--- src/rtl/icyrisc_pkg.sv ---
// Shared types and constants for the IcyRisc multi-cycle control unit:
// FSM states, RV32I opcodes, ALU operation codes and datapath mux encodings.
package icyrisc_pkg;

    typedef enum logic [3:0] {
        S_FETCH    = 4'd0,
        S_DECODE   = 4'd1,
        S_MEM_ADR  = 4'd2,
        S_MEM_RD   = 4'd3,
        S_MEM_WB   = 4'd4,
        S_MEM_WR   = 4'd5,
        S_EXEC_R   = 4'd6,
        S_EXEC_I   = 4'd7,
        S_ALU_WB   = 4'd8,
        S_BRANCH   = 4'd9,
        S_JALR_ADR = 4'd10,
        S_JAL      = 4'd11,
        S_LUI      = 4'd12,
        S_TRAP     = 4'd13
    } state_t;

    localparam logic [6:0] OPC_LOAD   = 7'b0000011;
    localparam logic [6:0] OPC_STORE  = 7'b0100011;
    localparam logic [6:0] OPC_OP     = 7'b0110011;
    localparam logic [6:0] OPC_OP_IMM = 7'b0010011;
    localparam logic [6:0] OPC_BRANCH = 7'b1100011;
    localparam logic [6:0] OPC_JAL    = 7'b1101111;
    localparam logic [6:0] OPC_JALR   = 7'b1100111;
    localparam logic [6:0] OPC_LUI    = 7'b0110111;
    localparam logic [6:0] OPC_AUIPC  = 7'b0010111;

    typedef enum logic [3:0] {
        ALU_ADD  = 4'd0,
        ALU_SUB  = 4'd1,
        ALU_AND  = 4'd2,
        ALU_OR   = 4'd3,
        ALU_XOR  = 4'd4,
        ALU_SLT  = 4'd5,
        ALU_SLTU = 4'd6,
        ALU_SLL  = 4'd7,
        ALU_SRL  = 4'd8,
        ALU_SRA  = 4'd9
    } alu_ctrl_t;

    typedef enum logic [1:0] {
        SRC1_PC     = 2'd0,
        SRC1_PC_OLD = 2'd1,
        SRC1_RS1    = 2'd2
    } src1_sel_t;

    typedef enum logic [1:0] {
        SRC2_RS2  = 2'd0,
        SRC2_IMM  = 2'd1,
        SRC2_FOUR = 2'd2
    } src2_sel_t;

    typedef enum logic [1:0] {
        RES_ALU_OUT    = 2'd0,
        RES_MEM        = 2'd1,
        RES_ALU_RESULT = 2'd2,
        RES_IMM        = 2'd3
    } result_src_t;

    typedef enum logic [2:0] {
        IMM_I = 3'd0,
        IMM_S = 3'd1,
        IMM_B = 3'd2,
        IMM_U = 3'd3,
        IMM_J = 3'd4
    } imm_src_t;

    // BEQ/BGE/BGEU take on zero, BNE/BLT/BLTU on !zero; funct3 bits 0 and 2 flip the sense.
    function automatic logic branch_taken(input logic [2:0] funct3, input logic zero);
        return zero ^ funct3[0] ^ funct3[2];
    endfunction

endpackage

--- src/rtl/main_fsm_if.sv ---
// Control/handshake bundle between the main_fsm controller (master) and the
// IcyRisc datapath plus memory port (slave).
interface main_fsm_if;
    logic [31:0] instr;
    logic        zero;
    logic        mem_ready;
    logic        mem_req;
    logic        mem_we;
    logic        adr_src;
    logic        ir_write;
    logic        pc_write;
    logic        reg_write;
    logic [1:0]  result_src;
    logic [2:0]  imm_src;
    logic [1:0]  ALU_src1_sel;
    logic [1:0]  ALU_src2_sel;
    logic [3:0]  ALU_ctrl;
    logic        illegal;

    modport master (
        input  instr, zero, mem_ready,
        output mem_req, mem_we, adr_src, ir_write, pc_write, reg_write,
               result_src, imm_src, ALU_src1_sel, ALU_src2_sel, ALU_ctrl, illegal
    );

    modport slave (
        output instr, zero, mem_ready,
        input  mem_req, mem_we, adr_src, ir_write, pc_write, reg_write,
               result_src, imm_src, ALU_src1_sel, ALU_src2_sel, ALU_ctrl, illegal
    );
endinterface

--- src/rtl/alu_decoder.sv ---
// Combinational ALU operation decode from opcode, funct3 and funct7[5].
// Covers OP, OP-IMM and the branch compare ops; everything else adds.
module alu_decoder
    import icyrisc_pkg::*;
(
    input  logic [6:0] opcode_i,
    input  logic [2:0] funct3_i,
    input  logic       funct7_5_i,
    output alu_ctrl_t  alu_ctrl_o
);

    always_comb begin
        alu_ctrl_o = ALU_ADD;
        if (opcode_i == OPC_OP || opcode_i == OPC_OP_IMM) begin
            case (funct3_i)
                3'b000:  alu_ctrl_o = (opcode_i == OPC_OP && funct7_5_i) ? ALU_SUB : ALU_ADD;
                3'b001:  alu_ctrl_o = ALU_SLL;
                3'b010:  alu_ctrl_o = ALU_SLT;
                3'b011:  alu_ctrl_o = ALU_SLTU;
                3'b100:  alu_ctrl_o = ALU_XOR;
                3'b101:  alu_ctrl_o = funct7_5_i ? ALU_SRA : ALU_SRL;
                3'b110:  alu_ctrl_o = ALU_OR;
                default: alu_ctrl_o = ALU_AND;
            endcase
        end else if (opcode_i == OPC_BRANCH) begin
            case (funct3_i[2:1])
                2'b10:   alu_ctrl_o = ALU_SLT;
                2'b11:   alu_ctrl_o = ALU_SLTU;
                default: alu_ctrl_o = ALU_SUB;
            endcase
        end
    end

endmodule

--- src/rtl/main_fsm.sv ---
// IcyRisc RV32I multi-cycle control FSM: registered state, combinational outputs.
// Build option ICYRISC_ILLEGAL_TRAP_EN: unknown opcodes lock into TRAP instead of acting as NOP.
module main_fsm
    import icyrisc_pkg::*;
(
    input  logic      clk,
    input  logic      rst,
    main_fsm_if.master bus
);

    state_t      state_q, state_d;
    logic [6:0]  opcode;
    logic [2:0]  funct3;
    logic        funct7_5;
    alu_ctrl_t   alu_dec;

    logic        mem_req, mem_we, adr_src, ir_write, pc_write, reg_write, illegal;
    result_src_t result_src;
    imm_src_t    imm_src;
    src1_sel_t   src1_sel;
    src2_sel_t   src2_sel;
    alu_ctrl_t   alu_ctrl;

    assign opcode   = bus.instr[6:0];
    assign funct3   = bus.instr[14:12];
    assign funct7_5 = bus.instr[30];

    alu_decoder u_alu_decoder (
        .opcode_i   (opcode),
        .funct3_i   (funct3),
        .funct7_5_i (funct7_5),
        .alu_ctrl_o (alu_dec)
    );

    always_ff @(posedge clk) begin
        if (rst) state_q <= S_FETCH;
        else     state_q <= state_d;
    end

    always_comb begin
        state_d    = state_q;
        mem_req    = 1'b0;
        mem_we     = 1'b0;
        adr_src    = 1'b0;
        ir_write   = 1'b0;
        pc_write   = 1'b0;
        reg_write  = 1'b0;
        illegal    = 1'b0;
        result_src = RES_ALU_OUT;
        imm_src    = IMM_I;
        src1_sel   = SRC1_PC;
        src2_sel   = SRC2_RS2;
        alu_ctrl   = ALU_ADD;
        // Outputs stay at zero while reset is held, whatever the current state.
        if (!rst) begin
            case (state_q)
                S_FETCH: begin
                    mem_req    = 1'b1;
                    result_src = RES_ALU_RESULT;
                    src2_sel   = SRC2_FOUR;
                    if (bus.mem_ready) begin
                        ir_write = 1'b1;
                        pc_write = 1'b1;
                        state_d  = S_DECODE;
                    end
                end
                S_DECODE: begin
                    src1_sel = SRC1_PC_OLD;
                    src2_sel = SRC2_IMM;
                    if (opcode == OPC_AUIPC)    imm_src = IMM_U;
                    else if (opcode == OPC_JAL) imm_src = IMM_J;
                    else                        imm_src = IMM_B;
                    case (opcode)
                        OPC_LOAD, OPC_STORE: state_d = S_MEM_ADR;
                        OPC_OP:              state_d = S_EXEC_R;
                        OPC_OP_IMM:          state_d = S_EXEC_I;
                        OPC_BRANCH:          state_d = S_BRANCH;
                        OPC_JAL:             state_d = S_JAL;
                        OPC_JALR:            state_d = S_JALR_ADR;
                        OPC_LUI:             state_d = S_LUI;
                        OPC_AUIPC:           state_d = S_ALU_WB;
`ifdef ICYRISC_ILLEGAL_TRAP_EN
                        default:             state_d = S_TRAP;
`else
                        default:             state_d = S_FETCH;
`endif
                    endcase
                end
                S_MEM_ADR: begin
                    src1_sel = SRC1_RS1;
                    src2_sel = SRC2_IMM;
                    imm_src  = (opcode == OPC_STORE) ? IMM_S : IMM_I;
                    state_d  = (opcode == OPC_STORE) ? S_MEM_WR : S_MEM_RD;
                end
                S_MEM_RD: begin
                    mem_req = 1'b1;
                    adr_src = 1'b1;
                    if (bus.mem_ready) state_d = S_MEM_WB;
                end
                S_MEM_WB: begin
                    reg_write  = 1'b1;
                    result_src = RES_MEM;
                    state_d    = S_FETCH;
                end
                S_MEM_WR: begin
                    mem_req = 1'b1;
                    mem_we  = 1'b1;
                    adr_src = 1'b1;
                    if (bus.mem_ready) state_d = S_FETCH;
                end
                S_EXEC_R: begin
                    src1_sel = SRC1_RS1;
                    alu_ctrl = alu_dec;
                    state_d  = S_ALU_WB;
                end
                S_EXEC_I: begin
                    src1_sel = SRC1_RS1;
                    src2_sel = SRC2_IMM;
                    alu_ctrl = alu_dec;
                    state_d  = S_ALU_WB;
                end
                S_ALU_WB: begin
                    reg_write = 1'b1;
                    state_d   = S_FETCH;
                end
                S_BRANCH: begin
                    src1_sel = SRC1_RS1;
                    alu_ctrl = alu_dec;
                    pc_write = branch_taken(funct3, bus.zero);
                    state_d  = S_FETCH;
                end
                S_JALR_ADR: begin
                    src1_sel = SRC1_RS1;
                    src2_sel = SRC2_IMM;
                    state_d  = S_JAL;
                end
                S_JAL: begin
                    // PC takes the target already in ALU_out while the ALU forms the link address.
                    pc_write = 1'b1;
                    src1_sel = SRC1_PC_OLD;
                    src2_sel = SRC2_FOUR;
                    state_d  = S_ALU_WB;
                end
                S_LUI: begin
                    reg_write  = 1'b1;
                    result_src = RES_IMM;
                    imm_src    = IMM_U;
                    state_d    = S_FETCH;
                end
`ifdef ICYRISC_ILLEGAL_TRAP_EN
                S_TRAP: begin
                    illegal = 1'b1;
                    state_d = S_TRAP;
                end
`endif
                default: state_d = S_FETCH;
            endcase
        end
    end

    assign bus.mem_req      = mem_req;
    assign bus.mem_we       = mem_we;
    assign bus.adr_src      = adr_src;
    assign bus.ir_write     = ir_write;
    assign bus.pc_write     = pc_write;
    assign bus.reg_write    = reg_write;
    assign bus.result_src   = result_src;
    assign bus.imm_src      = imm_src;
    assign bus.ALU_src1_sel = src1_sel;
    assign bus.ALU_src2_sel = src2_sel;
    assign bus.ALU_ctrl     = alu_ctrl;
    assign bus.illegal      = illegal;

endmodule
--- src/flat_wrapper.sv ---
// flat-port wrapper written by rule: the top's interface ports become plain ports
module main_fsm_flat import icyrisc_pkg::*;
  (clk, rst, bus_instr, bus_zero, bus_mem_ready, bus_mem_req, bus_mem_we, bus_adr_src, bus_ir_write, bus_pc_write, bus_reg_write, bus_result_src, bus_imm_src, bus_ALU_src1_sel, bus_ALU_src2_sel, bus_ALU_ctrl, bus_illegal);
  main_fsm_if bus_i ();
  input  logic clk;
  input  logic rst;
  input wire logic [$bits(bus_i.instr)-1:0] bus_instr;
  input wire logic [$bits(bus_i.zero)-1:0] bus_zero;
  input wire logic [$bits(bus_i.mem_ready)-1:0] bus_mem_ready;
  output wire logic [$bits(bus_i.mem_req)-1:0] bus_mem_req;
  output wire logic [$bits(bus_i.mem_we)-1:0] bus_mem_we;
  output wire logic [$bits(bus_i.adr_src)-1:0] bus_adr_src;
  output wire logic [$bits(bus_i.ir_write)-1:0] bus_ir_write;
  output wire logic [$bits(bus_i.pc_write)-1:0] bus_pc_write;
  output wire logic [$bits(bus_i.reg_write)-1:0] bus_reg_write;
  output wire logic [$bits(bus_i.result_src)-1:0] bus_result_src;
  output wire logic [$bits(bus_i.imm_src)-1:0] bus_imm_src;
  output wire logic [$bits(bus_i.ALU_src1_sel)-1:0] bus_ALU_src1_sel;
  output wire logic [$bits(bus_i.ALU_src2_sel)-1:0] bus_ALU_src2_sel;
  output wire logic [$bits(bus_i.ALU_ctrl)-1:0] bus_ALU_ctrl;
  output wire logic [$bits(bus_i.illegal)-1:0] bus_illegal;
  assign bus_i.instr = bus_instr;
  assign bus_i.zero = bus_zero;
  assign bus_i.mem_ready = bus_mem_ready;
  assign bus_mem_req = bus_i.mem_req;
  assign bus_mem_we = bus_i.mem_we;
  assign bus_adr_src = bus_i.adr_src;
  assign bus_ir_write = bus_i.ir_write;
  assign bus_pc_write = bus_i.pc_write;
  assign bus_reg_write = bus_i.reg_write;
  assign bus_result_src = bus_i.result_src;
  assign bus_imm_src = bus_i.imm_src;
  assign bus_ALU_src1_sel = bus_i.ALU_src1_sel;
  assign bus_ALU_src2_sel = bus_i.ALU_src2_sel;
  assign bus_ALU_ctrl = bus_i.ALU_ctrl;
  assign bus_illegal = bus_i.illegal;
  main_fsm u_core (.clk(clk), .rst(rst), .bus(bus_i));
endmodule
--- config.mk ---
export PLATFORM = sky130hd
export DESIGN_NAME = main_fsm_flat
export DESIGN_NICKNAME = d
export VERILOG_FILES = /design/src/rtl/icyrisc_pkg.sv /design/src/rtl/main_fsm_if.sv /design/src/rtl/alu_decoder.sv /design/src/rtl/main_fsm.sv /design/src/flat_wrapper.sv
export SDC_FILE = /design/constraint.sdc
export NUM_CORES = 1
export LEC_CHECK = 0
export ABC_CLOCK_PERIOD_IN_PS = 1910
export BUFFER_PORTS_ARGS = -buffer_cell sky130_fd_sc_hd__clkbuf_2
export CAP_MARGIN = 20
export CORE_MARGIN = 2
export CORE_UTILIZATION = 29
export CTS_BUF_LIST = sky130_fd_sc_hd__clkbuf_2 sky130_fd_sc_hd__clkbuf_4 sky130_fd_sc_hd__clkbuf_8
export CTS_CLUSTER_DIAMETER = 200
export DETAILED_ROUTE_END_ITERATION = 10
export HOLD_SLACK_MARGIN = 0.15
export PLACE_DENSITY_LB_ADDON = 0.25
export SLEW_MARGIN = 20
export SYNTH_ARGS = -nofsm -noshare
export SYNTH_HDL_FRONTEND = slang
export SYNTH_HIERARCHICAL = 1
export SYNTH_SLANG_ARGS = --single-unit
--- constraint.sdc ---
create_clock -name clk -period 1.91 [get_ports clk]
set_input_delay 0.382 -clock clk [delete_from_list [all_inputs] [get_ports clk]]
set_output_delay 0.382 -clock clk [all_outputs]
set_load 0.01 [all_outputs]
Word-level counts from Yosys, hierarchy flattened
Cells that the tools add are included.

Bits in registers: 4. Input bits: 36.

Equality and inequality tests: 32. Multiplexer cells: 38. Bitwise gates (word level): 2. Reductions and logical operators: 15.

Operators with widths (number): $pmux W4 S7 (2); $pmux W4 S8 (1); $mux W4 (6); $eq A7 B6 Y1 const B (3); $eq A7 B7 Y1 const B (3); $eq A4 B4 Y1 const B (5); $eq A4 B3 Y1 const B (4); $mux W1 (15); $mux W3 (5); $eq A7 B5 Y1 const B (2); $reduce_or A3 Y1 (4); $eq A3 B3 Y1 const B (3); $pmux W3 S3 (1); $eq A4 B2 Y1 const B (2); $pmux W2 S2 (2); $reduce_or A2 Y1 (4); $eq A7 B2 Y1 const B (1); $eq A3 B2 Y1 const B (2); $mux W2 (3); $ne A2 B2 Y1 const B (3); $pmux W2 S3 (1); $pmux W3 S2 (1); $reduce_or A5 Y1 (1); $eq A2 B2 Y1 const B (2); 10 further kinds (11).

Longest topological paths before layout
Depth after elaboration: 7. Mapped depth: 5. Depth with buffers taken out: 4.

Modules after synthesis
The synthesis kept the hierarchy.

By module, submodules not included: main_fsm (times used 1, cells an instance 106, area an instance 713.2 µm², seq. area each 80.1 µm²); alu_decoder (times used 1, cells an instance 21, area an instance 140.1 µm², seq. area each 0.0 µm²).

Worst setup path after synthesis
Ideal clock, no wire load.

Path kind: reg2out. Start point: reg u_core.state_q[3]. End point: out bus_imm_src[0]. Data arrival time: 1.321 ns. Path slack: 0.207 ns. Cell stages (with the launch flop): 5. Buffers on the path: 1. Cell sequence: dfxtp_1 -> buf_6 -> or2_4 -> or3_4 -> o311ai_2.

Longest elaborated chain between the ends: 3.

RTL lines: from (decl) (line main_fsm.sv:11) `state_t state_q, state_d;`; from (signal assigned) (line main_fsm.sv:37) `else state_q <= state_d;`; $eq A4 B4 Y1 (tied with other cells) (line main_fsm.sv:56) `case (state_q)`; $pmux W3 S3 (*) (line main_fsm.sv:56); $mux W3 (*) (line main_fsm.sv:55) `if (!rst) begin`; to (decl) (line flat_wrapper.sv:17) `output wire logic [$bits(bus_i.imm_src)-1:0] bus_imm_src;`.

Every way passes the cells marked *; elsewhere a longest branch is shown, timed or not.

Worst setup path in the final report
Same ends and word-level chain as after synthesis.

==> results.ini <==
[outcome]
status = finished, violations left
violations = setup timing

[setup_path]
endpoint_kind = output pin
critical_path_class = flip-flop to output pin
worst-path-max-fanout = 6
cp_cell_sequence = or2_4 > or3_4 > o311ai_2 > buf_2
required_ns = 1.53
worstPathArrival_ns = 1.55
start_kind = flip-flop
cpMaxStageDelayCell = dfxtp_4
cpPeakStageDelay_ns = 0.36

[global_routing]
antenna_found_initial = 0
grt_pass1_wl_mm = 3.912
grt.overflow.total = 0
track_usage = 0.1386
grt_pass1_vias = 954
grt_max_degree = 16

[floorplan]
chipHeight_um = 58.25
io_pins = 56
core_um2 = 2781
rows = 19
start_util = 0.3068
dieArea_um2 = 3392
fp.dieW_um = 58.25

[layout]
final_util = 0.4188
nets = 202
largest_register_ffs = 4
final.fill_count = 310
reg.largest.list = u_core/state_q (4)
syn2layout_area_growth_pct = 36.51
layout.cells.non_filler = 195
diodes = 0
drive_gt1_frac = 0.3963
top_register = u_core/state_q

[clocking]
cts-hold-fix-buffers = 0
path_clk_slew_ns = 0.04
cts_htree_levels = 1
cts_buffers = 3
cts_tree = done
postCtsSetupRepairBufs = 0
clk_latency_ns = 0.23
cts-root-buf = clkbuf_4
numClockSinks = 4
clk_path_buf_depth = 2

[routing]
drtIter0Drc = 30
drt.antenna.violating_nets = 0
dr.pass1.iters = 4
route.detailed.drc = 0
wl_per_cell_um = 12.69
wirelength_mm = 2.475
viasPerCell = 5.390
vias = 1051

[logic_synthesis]
async_flop_share = 0
synth_seq_cells = 4
synth_edf_count = 0
syn_area_um2 = 853.3
yosysWarnings = 6
ys.flop_type = dfxtp_1
ys_seq_area_frac = 0.09384
synth_cell_type_count = 51
synthTopCellsByCount = a21oi_1, nor2_1, nor3_1, nand2b_1
yosys-top-cells-area = dfxtp_1, a21oi_1, nor3_1, nand2b_1, a211oi_1
synthDominantCellAreaShare = 0.09384
synth_area_leader_cell = dfxtp_1
syn_nets = 163
avgSynthCellArea_um2 = 6.719
postSynthCellCount = 127

[power]
ir_drop_mv = 0.2368
p_per_area_nw_per_um2 = 294.2
finalPower_mw = 0.3427
p_leak_nw = 0.4900

[timing]
finalCriticalPeriod_ns = 1.936
period_share = 1.014
fmax_ghz = 0.5166
hold_ws_ns = 0.4934
finalHoldViolations = 0
setup_ws_ns = -0.02588
setup_viol = 1
rsz0062_at_grt = true
timing.setup.tns_ns = -0.02588
slew_viol_final = 0
skew_ns = 0.001572

[hold_path]
hold_class = primary input to flip-flop

[flow_run]
drv_cap = 0

[place]
portBuffers = 33
place_inst = 192
dp_hpwl_mm = 1.912
gp_congestion = 0.8839

## cells in the final DEF (no fill, tap or decap), types with 2 or more instances in the layout
master    instances
nor4_1            2
dfxtp_4           2
dfxtp_2           2
buf_6             2
o211ai_1          2
o21ai_0           6
nand2_1           6
nor3b_1           3
nand2b_1          6
a22o_1            2
or3_4             2
nand3b_1          4
buf_2             6
nor3_2            2
clkbuf_2         26
buf_4             9
a211oi_1          4
a31oi_1           2
clkbuf_4          3
xnor2_1           2
nor2_1            8
inv_1             4
a21oi_1           9
and2_1            3
nor2b_1           4
nand3_1           5
nor3_1            7
## report_power, final
group          internal (mW)  total (mW)  switching, mW
clock network         0.0699      0.0988         0.0289
registers             0.0843      0.0876        0.00326
logic                 0.0690       0.156         0.0874
total                  0.223       0.343          0.119
## worst paths after layout
kind         cells past startpoint  slack [ns]                 to               from
max                              4       -0.03     bus_imm_src[0]  u_core/state_q[3]
min                              2        0.49  u_core/state_q[1]                rst
max reg2reg                      6        0.43  u_core/state_q[2]  u_core/state_q[2]
min reg2reg                      2        0.62  u_core/state_q[1]  u_core/state_q[1]
## worst max-delay path, delay by kind of cell, from the launching register on
kind / cells / cell delay (ns)
simple gates: 2 / 0.59
flops: 1 / 0.36
compound gates: 1 / 0.21
buf+inv: 1 / 0.17
## routing by layer
metal,global-route usage,share of wire
met1,0.1882,0.48
met2,0.2321,0.47
met3,0.01563,0.046
met4,0.03654,0.0081
met5,0,0
## what timing repair did
action / in CTS / in global routing
pin swaps: 5 / 4
resized for setup: 5 / 19
setup endpoints to repair: 10 / 12
hold endpoints to repair: 0 / 0
## cell families after synthesis
group                  Yosys count  synth area share
flip-flops                       4           0.09385
buffers and inverters           13           0.07917
AO/OA/AOI/OAI                   38            0.3138
other                            1          0.004395
XOR/XNOR                         3           0.03080
AND/OR/NAND/NOR                 68            0.4780
## final cells by class
| type | instances | area (um2) | area share |
|---|---|---|---|
| inverters | 4 | 15.01 | 0.01289 |
| multi-input cells | 110 | 748.2 | 0.6423 |
| repair buffers | 43 | 250.2 | 0.2148 |
| flip-flops and latches | 4 | 90.09 | 0.07734 |
| clock buffers | 3 | 22.52 | 0.01933 |
| well taps | 31 | 38.79 | 0.03330 |
## stage by stage
step,setup slack [ns],area (um2)
after floorplan,0.2067,853.3
after global placement,0.1061,1080
after detailed placement,0.1098,1080
after CTS,-0.04976,1116
after global routing,-0.09104,1165
final,-0.02588,1165
Power figures use the tool's default switching activity.
